**src/rtl/status_led_pkg.sv**
```systemverilog
// -----------------------------------------------------------------------------
// status_led_pkg
//   Shared types and constants for the status LED driver.
//   led_mode_t  : per-channel LED behaviour. Codes 5..7 are not enumerated and
//                 behave like LED_OFF.
//   LED_MODE_W  : width of one channel's mode field in the packed mode bus.
// -----------------------------------------------------------------------------
package status_led_pkg;

  localparam int LED_MODE_W = 3;

  typedef enum logic [LED_MODE_W-1:0] {
    LED_OFF     = 3'd0,
    LED_ON      = 3'd1,
    LED_BREATHE = 3'd2,
    LED_BLINK   = 3'd3,
    LED_ACTIVE  = 3'd4
  } led_mode_t;

endpackage

```
**src/rtl/status_led_if.sv**
```systemverilog
// -----------------------------------------------------------------------------
// status_led_if
//   Signal bundle between the LED driver and its user.
//   mode        : per-channel mode, channel i = mode[LED_MODE_W*i +: LED_MODE_W]
//   act_pulse   : per-channel activity strobe (single cycle or level)
//   stretch_len : hold time in cycles after the last strobe, shared by channels
//   led         : registered LED drive
//   act_busy    : per-channel "hold counter nonzero" flag
//   master modport drives mode/act_pulse/stretch_len, slave drives led/act_busy.
// -----------------------------------------------------------------------------
interface status_led_if
  import status_led_pkg::*;
#(
  parameter int NCH       = 3,
  parameter int STRETCH_W = 22
);

  logic [LED_MODE_W*NCH-1:0] mode;
  logic [NCH-1:0]            act_pulse;
  logic [STRETCH_W-1:0]      stretch_len;
  logic [NCH-1:0]            led;
  logic [NCH-1:0]            act_busy;

  modport master (
    output mode,
    output act_pulse,
    output stretch_len,
    input  led,
    input  act_busy
  );

  modport slave (
    input  mode,
    input  act_pulse,
    input  stretch_len,
    output led,
    output act_busy
  );

endinterface

```
**src/rtl/led_stretch.sv**
```systemverilog
// -----------------------------------------------------------------------------
// led_stretch
//   One activity hold counter. A strobe loads len_i; otherwise the counter
//   decrements to zero and stops. A strobe always wins, so a retrigger on the
//   last hold cycle extends the hold rather than letting it lapse.
//   clk_sys  : system clock
//   reset_n  : synchronous active-low reset, aborts any running hold
//   pulse_i  : activity strobe
//   len_i    : reload value
//   busy_o   : registered "counter nonzero" flag
// -----------------------------------------------------------------------------
module led_stretch #(
  parameter int STRETCH_W = 22
) (
  input  logic                 clk_sys,
  input  logic                 reset_n,
  input  logic                 pulse_i,
  input  logic [STRETCH_W-1:0] len_i,
  output logic                 busy_o
);

  logic [STRETCH_W-1:0] h_q, h_d;
  logic                 busy_q, busy_d;

  always_comb begin
    h_d = '0;
    if (pulse_i) begin
      h_d = len_i;
    end else if (h_q != '0) begin
      h_d = h_q - STRETCH_W'(1);
    end
    busy_d = (h_d != '0);
  end

  always_ff @(posedge clk_sys) begin
    if (!reset_n) begin
      h_q    <= '0;
      busy_q <= 1'b0;
    end else begin
      h_q    <= h_d;
      busy_q <= busy_d;
    end
  end

  // busy_q always equals (h_q != 0); registering it keeps the output a flop.
  assign busy_o = busy_q;

endmodule

```
**src/rtl/status_led_ctrl.sv**
```systemverilog
// -----------------------------------------------------------------------------
// status_led_ctrl
//   Multi-channel status LED driver. A shared free-running phase counter feeds
//   breathe and blink patterns; each channel selects off, on, breathe, blink or
//   activity-stretch and drives one registered LED output.
//   clk_sys : system clock
//   reset_n : synchronous active-low reset
//   bus     : status_led_if slave (mode, act_pulse, stretch_len in;
//             led, act_busy out)
//   Parameters: NCH channels, CNT_W phase counter bits (breathe period
//   2^CNT_W), PWM_W breathe resolution (PWM_W <= CNT_W-2), STRETCH_W hold
//   counter bits, ACT_LOW inverts every led output.
// -----------------------------------------------------------------------------
module status_led_ctrl
  import status_led_pkg::*;
#(
  parameter int NCH       = 3,
  parameter int CNT_W     = 27,
  parameter int PWM_W     = 8,
  parameter int STRETCH_W = 22,
  parameter bit ACT_LOW   = 1'b0
) (
  input  logic         clk_sys,
  input  logic         reset_n,
  status_led_if.slave  bus
);

  if (PWM_W > CNT_W - 2) begin : g_bad_cfg
    $error("status_led_ctrl: PWM_W must not exceed CNT_W-2");
  end

  logic [CNT_W-1:0] cnt_q, cnt_d;
  logic [NCH-1:0]   led_q, led_d;
  logic [NCH-1:0]   val;
  logic [NCH-1:0]   busy;

  // Shared pattern terms. duty ramps once per half period; lo is the fast
  // sawtooth it is compared against. In the first half the LED is lit while
  // duty <= lo, in the second half while duty > lo, so brightness sweeps one
  // way and then mirrors back.
  logic [PWM_W-1:0] duty, lo;
  logic             ph;
  logic             breathe_v;
  logic             blink_v;

  assign cnt_d     = cnt_q + CNT_W'(1);
  assign duty      = cnt_q[CNT_W-2 -: PWM_W];
  assign lo        = cnt_q[PWM_W-1:0];
  assign ph        = cnt_q[CNT_W-1];
  assign breathe_v = ph ? (duty > lo) : (duty <= lo);
  assign blink_v   = cnt_q[CNT_W-2];

  for (genvar i = 0; i < NCH; i++) begin : g_ch
    led_mode_t mode_ch;
    logic      val_ch;

    assign mode_ch = led_mode_t'(bus.mode[LED_MODE_W*i +: LED_MODE_W]);

    led_stretch #(
      .STRETCH_W (STRETCH_W)
    ) u_stretch (
      .clk_sys (clk_sys),
      .reset_n (reset_n),
      .pulse_i (bus.act_pulse[i]),
      .len_i   (bus.stretch_len),
      .busy_o  (busy[i])
    );

    // In ACTIVE the strobe itself lights the LED on the next edge, and the
    // current hold keeps it lit; this gives stretch_len cycles of afterglow
    // after the strobe cycle, and a plain one-cycle echo when stretch_len=0.
    always_comb begin
      val_ch = 1'b0;
      case (mode_ch)
        LED_OFF:     val_ch = 1'b0;
        LED_ON:      val_ch = 1'b1;
        LED_BREATHE: val_ch = breathe_v;
        LED_BLINK:   val_ch = blink_v;
        LED_ACTIVE:  val_ch = busy[i] | bus.act_pulse[i];
        default:     val_ch = 1'b0;
      endcase
    end

    assign val[i] = val_ch;
  end

  assign led_d = val ^ {NCH{ACT_LOW}};

  always_ff @(posedge clk_sys) begin
    if (!reset_n) begin
      cnt_q <= '0;
      led_q <= {NCH{ACT_LOW}};
    end else begin
      cnt_q <= cnt_d;
      led_q <= led_d;
    end
  end

  assign bus.led      = led_q;
  assign bus.act_busy = busy;

endmodule

```
**src/flat_wrapper.sv**
```systemverilog
// flat-port wrapper written by rule: the top's interface ports become plain ports
module status_led_ctrl_flat import status_led_pkg::*;
#(
  parameter int NCH       = 3,
  parameter int CNT_W     = 27,
  parameter int PWM_W     = 8,
  parameter int STRETCH_W = 22,
  parameter bit ACT_LOW   = 1'b0
)
  (clk_sys, reset_n, bus_mode, bus_act_pulse, bus_stretch_len, bus_led, bus_act_busy);
  status_led_if #(.NCH(NCH), .STRETCH_W(STRETCH_W)) bus_i ();
  input  logic clk_sys;
  input  logic reset_n;
  input wire logic [$bits(bus_i.mode)-1:0] bus_mode;
  input wire logic [$bits(bus_i.act_pulse)-1:0] bus_act_pulse;
  input wire logic [$bits(bus_i.stretch_len)-1:0] bus_stretch_len;
  output wire logic [$bits(bus_i.led)-1:0] bus_led;
  output wire logic [$bits(bus_i.act_busy)-1:0] bus_act_busy;
  assign bus_i.mode = bus_mode;
  assign bus_i.act_pulse = bus_act_pulse;
  assign bus_i.stretch_len = bus_stretch_len;
  assign bus_led = bus_i.led;
  assign bus_act_busy = bus_i.act_busy;
  status_led_ctrl #(.NCH(NCH), .CNT_W(CNT_W), .PWM_W(PWM_W), .STRETCH_W(STRETCH_W), .ACT_LOW(ACT_LOW)) u_core (.clk_sys(clk_sys), .reset_n(reset_n), .bus(bus_i));
endmodule
```
**config.mk**
```make
export PLATFORM = sky130hd
export DESIGN_NAME = status_led_ctrl_flat
export DESIGN_NICKNAME = d
export VERILOG_FILES = /design/src/rtl/status_led_pkg.sv /design/src/rtl/status_led_if.sv /design/src/rtl/led_stretch.sv /design/src/rtl/status_led_ctrl.sv /design/src/flat_wrapper.sv
export SDC_FILE = /design/constraint.sdc
export NUM_CORES = 1
export LEC_CHECK = 0
export BUFFER_PORTS_ARGS = -buffer_cell sky130_fd_sc_hd__buf_2
export CAP_MARGIN = 5
export CORE_ASPECT_RATIO = 1.1
export CORE_MARGIN = 5
export CORE_UTILIZATION = 45
export DETAILED_ROUTE_END_ITERATION = 7
export PLACE_DENSITY = 0.65
export SLEW_MARGIN = 10
export SYNTH_ARGS = -nofsm -noshare
export SYNTH_HDL_FRONTEND = slang
export SYNTH_HIERARCHICAL = 1
export SYNTH_SLANG_ARGS = --single-unit
```
**constraint.sdc**
```tcl
create_clock -name clk_sys -period 2.91 [get_ports clk_sys]
set_input_delay 0.1455 -clock clk_sys [delete_from_list [all_inputs] [get_ports clk_sys]]
set_output_delay 0.1455 -clock clk_sys [all_outputs]
set_load 0.005 [all_outputs]
```
==> summary.txt <==
Final layout
  – Area of the multi-input gates: 3729 sq um
  – N_diodes: 0
  – Reg area: 1982 sq um
  – Area grow syn2layout: 12.91%
  – Final nets: 833
  – FILL cells: 1234
  – Non-filler cells, final: 951
  – Final core utilization: 51.23%
  – Layout cells sized above 1: 14.56%
  – Fin area: 6684 sq um

GRT
  – Number of global-route vias before repair: 5434
  – Initial antenna violation count: 0
  – Largest net degree at the start of global routing: 43
  – Tot GR Track Use: 20.76%
  – First-pass GRT wire length: 26210 microns
  – Grt total ovfl: 0

Placed design
  – Placed cell areas: 6334 sq um
  – GP Congestion: 0.9541
  – PortBufs: 41
  – Dpl cells: 933
  – Post-DP HPWL: 11870 microns

Synthesis
  – Synth area leader: dfxtp_1
  – Gate Count Post-Synth: 740
  – Asr flop ratio synth: 0%
  – Area contributors post-synth: dfxtp_1, nor2_1, xor2_1
  – Synth top area share: 33.48%
  – Synth warn: 6
  – Count of cell types in the netlist: 55
  – Syn avg cell area: 7.999 sq um
  – Syn Nets: 788
  – Mapped Area: 5919 sq um
  – #FFs+latches synth: 99
  – Sequential area share after synthesis: 33.48%
  – Post-synth EDFFs: 0
  – Top_reg_cell synth: dfxtp_1

Detailed routing
  – First-pass iteration count of the detailed router: 4
  – DRT met1 WL: 7034 microns
  – Post-DRT Antenna Nets: 0
  – # DRC: 0
  – Routed WL: 16090 microns
  – Via/cell ratio: 5.779
  – Vias: 5496
  – DRT iter0 DRCs: 347
  – Met3 wire len: 801 microns
  – WL/cell: 16.91 microns
  – Top sig layer: met4
  – Routed wl met2: 7872 microns

Setup path
  – Max stage delay on crit path: 0.61 ns
  – Worst Path Max Fanout: 8
  – Crit. Startpoint: u_core/g_ch[0].u_stretch/h_q[0]
  – Worst path slowest cell: or4_4
  – Delay-heaviest family, CP: simple AND/OR/NAND/NOR gates
  – R2r setup slk: 0.05 ns
  – Critical path type: reg2reg
  – Worst setup endpoint: u_core/g_ch[0].u_stretch/busy_o
  – Crit end category: register
  – Critical Path Source Type: register
  – WP data arrival: 3.09 ns
  – CP Depth: 9
  – Worst-path cell chain: inv_1 -> ha_2 -> or4b_4 -> or4_4 -> o31ai_4 -> o21ai_1 -> mux2i_1 -> nand4_1 -> o41a_1
  – Critical path buffer and inverter count: 1
  – CP required: 3.15 ns
  – RR Endpoint: u_core/g_ch[0].u_stretch/busy_o
  – Worst R2R Path Depth: 9
  – Crit Reg-Reg Startpoint: u_core/g_ch[0].u_stretch/h_q[0]

Worst hold path
  – Worst Hold Class: in2reg

Timing
  – Headroom to the max-slew limit: 48.34%
  – Slew Limit Fails: 0
  – Period utilization: 98.21%
  – Final setup fails: 0
  – Tmin final: 2.858 ns
  – Slew @ Worst Pin: 0.7749 ns
  – RSZ-0062 raised after global routing: true
  – Clk_skew: 0.005171 ns
  – Max Fclk: 349.9 MHz
  – Final hold vios: 0
  – Setup TNS: 0 ns

Clocking
  – CTS root buf: clkbuf_16
  – TritonCTS buffer count: 9
  – Clk Latency, worst-skew pair: 0.35 ns
  – CTS tree: done
  – Htree depth: 3
  – Sink Count: 99
  – Clock slew at the register clock pins of the worst setup and hold paths: 0.07 ns
  – Max clock buf depth: 2

Die
  – Row cnt: 44
  – Die X: 119.4 microns
  – Die area: 15550 sq um
  – Ports: 42
  – Initial Util: 45.37%
  – CORE AREA: 13050 sq um
  – Die height: 130.3 microns

Power and ir drop
  – Pint: 2.365 mW
  – Sw frac: 31.81%
  – Clock power frac: 32.6%
  – Psw: 1.103 mW
  – Combinational share of power: 23.0%
  – Sequential Power Share: 44.4%
  – Static leakage: 2.710 nW
  – Pwr/cell area: 518.8 nW/um^2
  – Maximum VDD drop: 0.3317 mV

Run status
  – Status: finished clean

Run
  – Total of max-cap violations: 0
## power by group through the flow
stage	registers [mW]	logic [mW]	clock network, mW
3_3_place_gp	1.56	0.759	0
4_1_cts	1.53	0.773	1.16
2_1_floorplan	1.54	0.551	0
3_5_place_dp	1.56	0.768	0
5_1_grt	1.55	0.885	1.23
6_report	1.54	0.797	1.13
## stage by stage
step | setup WS [ns] | total power, mW | hold WS [ns]
after floorplan | 0.05046 | 2.090 | 0.2672
after global placement | 0.08121 | 2.321 | 0.4763
after detailed placement | 0.03917 | 2.332 | 0.4804
after CTS | 0.02788 | 3.470 | 0.1070
after global routing | -0.04822 | 3.662 | 0.1134
final | 0.05212 | 3.468 | 0.1234
## worst min-delay path, cell delays in order
cell	delay (ns)
buf_2	0.14
nand2_1	0.07
a21oi_1	0.06
## placed cells by master, fill, tap and decap left out, drive strengths merged, types with 4 or more instances in the layout
master / Yosys / final
buf: 18 / 64
and2: 27 / 27
a21oi: 54 / 54
a21boi: 4 / 4
mux2i: 9 / 9
inv: 31 / 33
xor2: 32 / 32
xnor2: 31 / 31
a22oi: 15 / 15
nor4: 17 / 17
nand2: 35 / 35
o21ai: 24 / 24
or3: 16 / 16
o211ai: 4 / 4
nand4: 19 / 19
nor2: 114 / 114
or4: 15 / 15
clkbuf: 12 / 9
nor3b: 6 / 6
nand3: 22 / 22
nor2b: 10 / 10
o41a: 6 / 6
a211oi: 7 / 7
nor3: 45 / 45
ha: 12 / 12
nand3b: 6 / 6
and3: 4 / 4
clkinvlp: 0 / 4
o31a: 6 / 6
o21a: 6 / 6
dfxtp: 99 / 99
or2: 6 / 6
## what timing repair did
item                       CTS  global route
setup endpoints to repair    0             3
buffers inserted             0             2
gates resized for setup      0            12
hold buffers                 0             0
## cells by family after synthesis
kind of cell,after synthesis,synth area share [%]
AO/OA/AOI/OAI,145,16.00
AND/OR/NAND/NOR,351,32.64
adder cells (fa/ha/maj),12,2.536
multiplexers,9,1.522
flip-flops,99,33.48
XOR/XNOR,63,9.322
buffers and inverters,61,4.502
## synth_stat cells, types with 4 or more instances
cell type  number
nor4_1         16
xor2_1         32
o21a_1          6
dfxtp_1        99
or4_1          12
nand2_1        35
or2_2           6
nor3b_1         6
and3_1          4
o41a_1          6
nand3b_1        6
a22oi_1        15
or3_1          15
nor2b_1        10
o21ai_0        21
nor3_1         42
mux2i_1         9
inv_1          31
nand3_1        19
a21oi_1        54
buf_1           9
nor2_1        111
o211ai_1        4
o31a_1          6
clkbuf_1       12
a211oi_1        7
xnor2_1        31
nand4_1        18
ha_1           12
and2_1         27
## how the worst min path moves through the flow
stage,cells past startpoint,endpoint,start
finish,3,u_core/g_ch[0].u_stretch/h_q[4],bus_stretch_len[4]
global route,3,u_core/g_ch[0].u_stretch/h_q[4],bus_stretch_len[4]
CTS,3,u_core/g_ch[0].u_stretch/h_q[4],bus_stretch_len[4]
detailed placement,3,u_core/g_ch[0].u_stretch/h_q[4],bus_stretch_len[4]
global placement,3,u_core/g_ch[0].u_stretch/h_q[4],bus_stretch_len[4]
floorplan,1,u_core/g_ch[0].u_stretch/h_q[14],reset_n
## area by class of cell
cell class	count	area share, %
Sequential cell	99	29.65
Clock buffer	9	3.370
Multi-Input combinational cell	580	55.78
Tap cell	161	3.014
Timing Repair Buffer	64	5.653
Inverter	31	1.741
Clock inverter	7	0.7862
## state kept, by name, indices dropped and copies added, names as in the netlist
signal,cells
u_core/bus.led,3
u_core/g_ch.u_stretch/busy_o,3
u_core/g_ch.u_stretch/h_q,66
u_core/cnt_q,27
## layer usage
metal  vias to the layer above  global-route usage, %
li1                       2737                      -
met1                      2564                  25.98
met2                       170                  35.62
met3                        25                  3.771
met4                         0                  8.356
met5                         -                      0
Power figures use the tool's default switching activity.
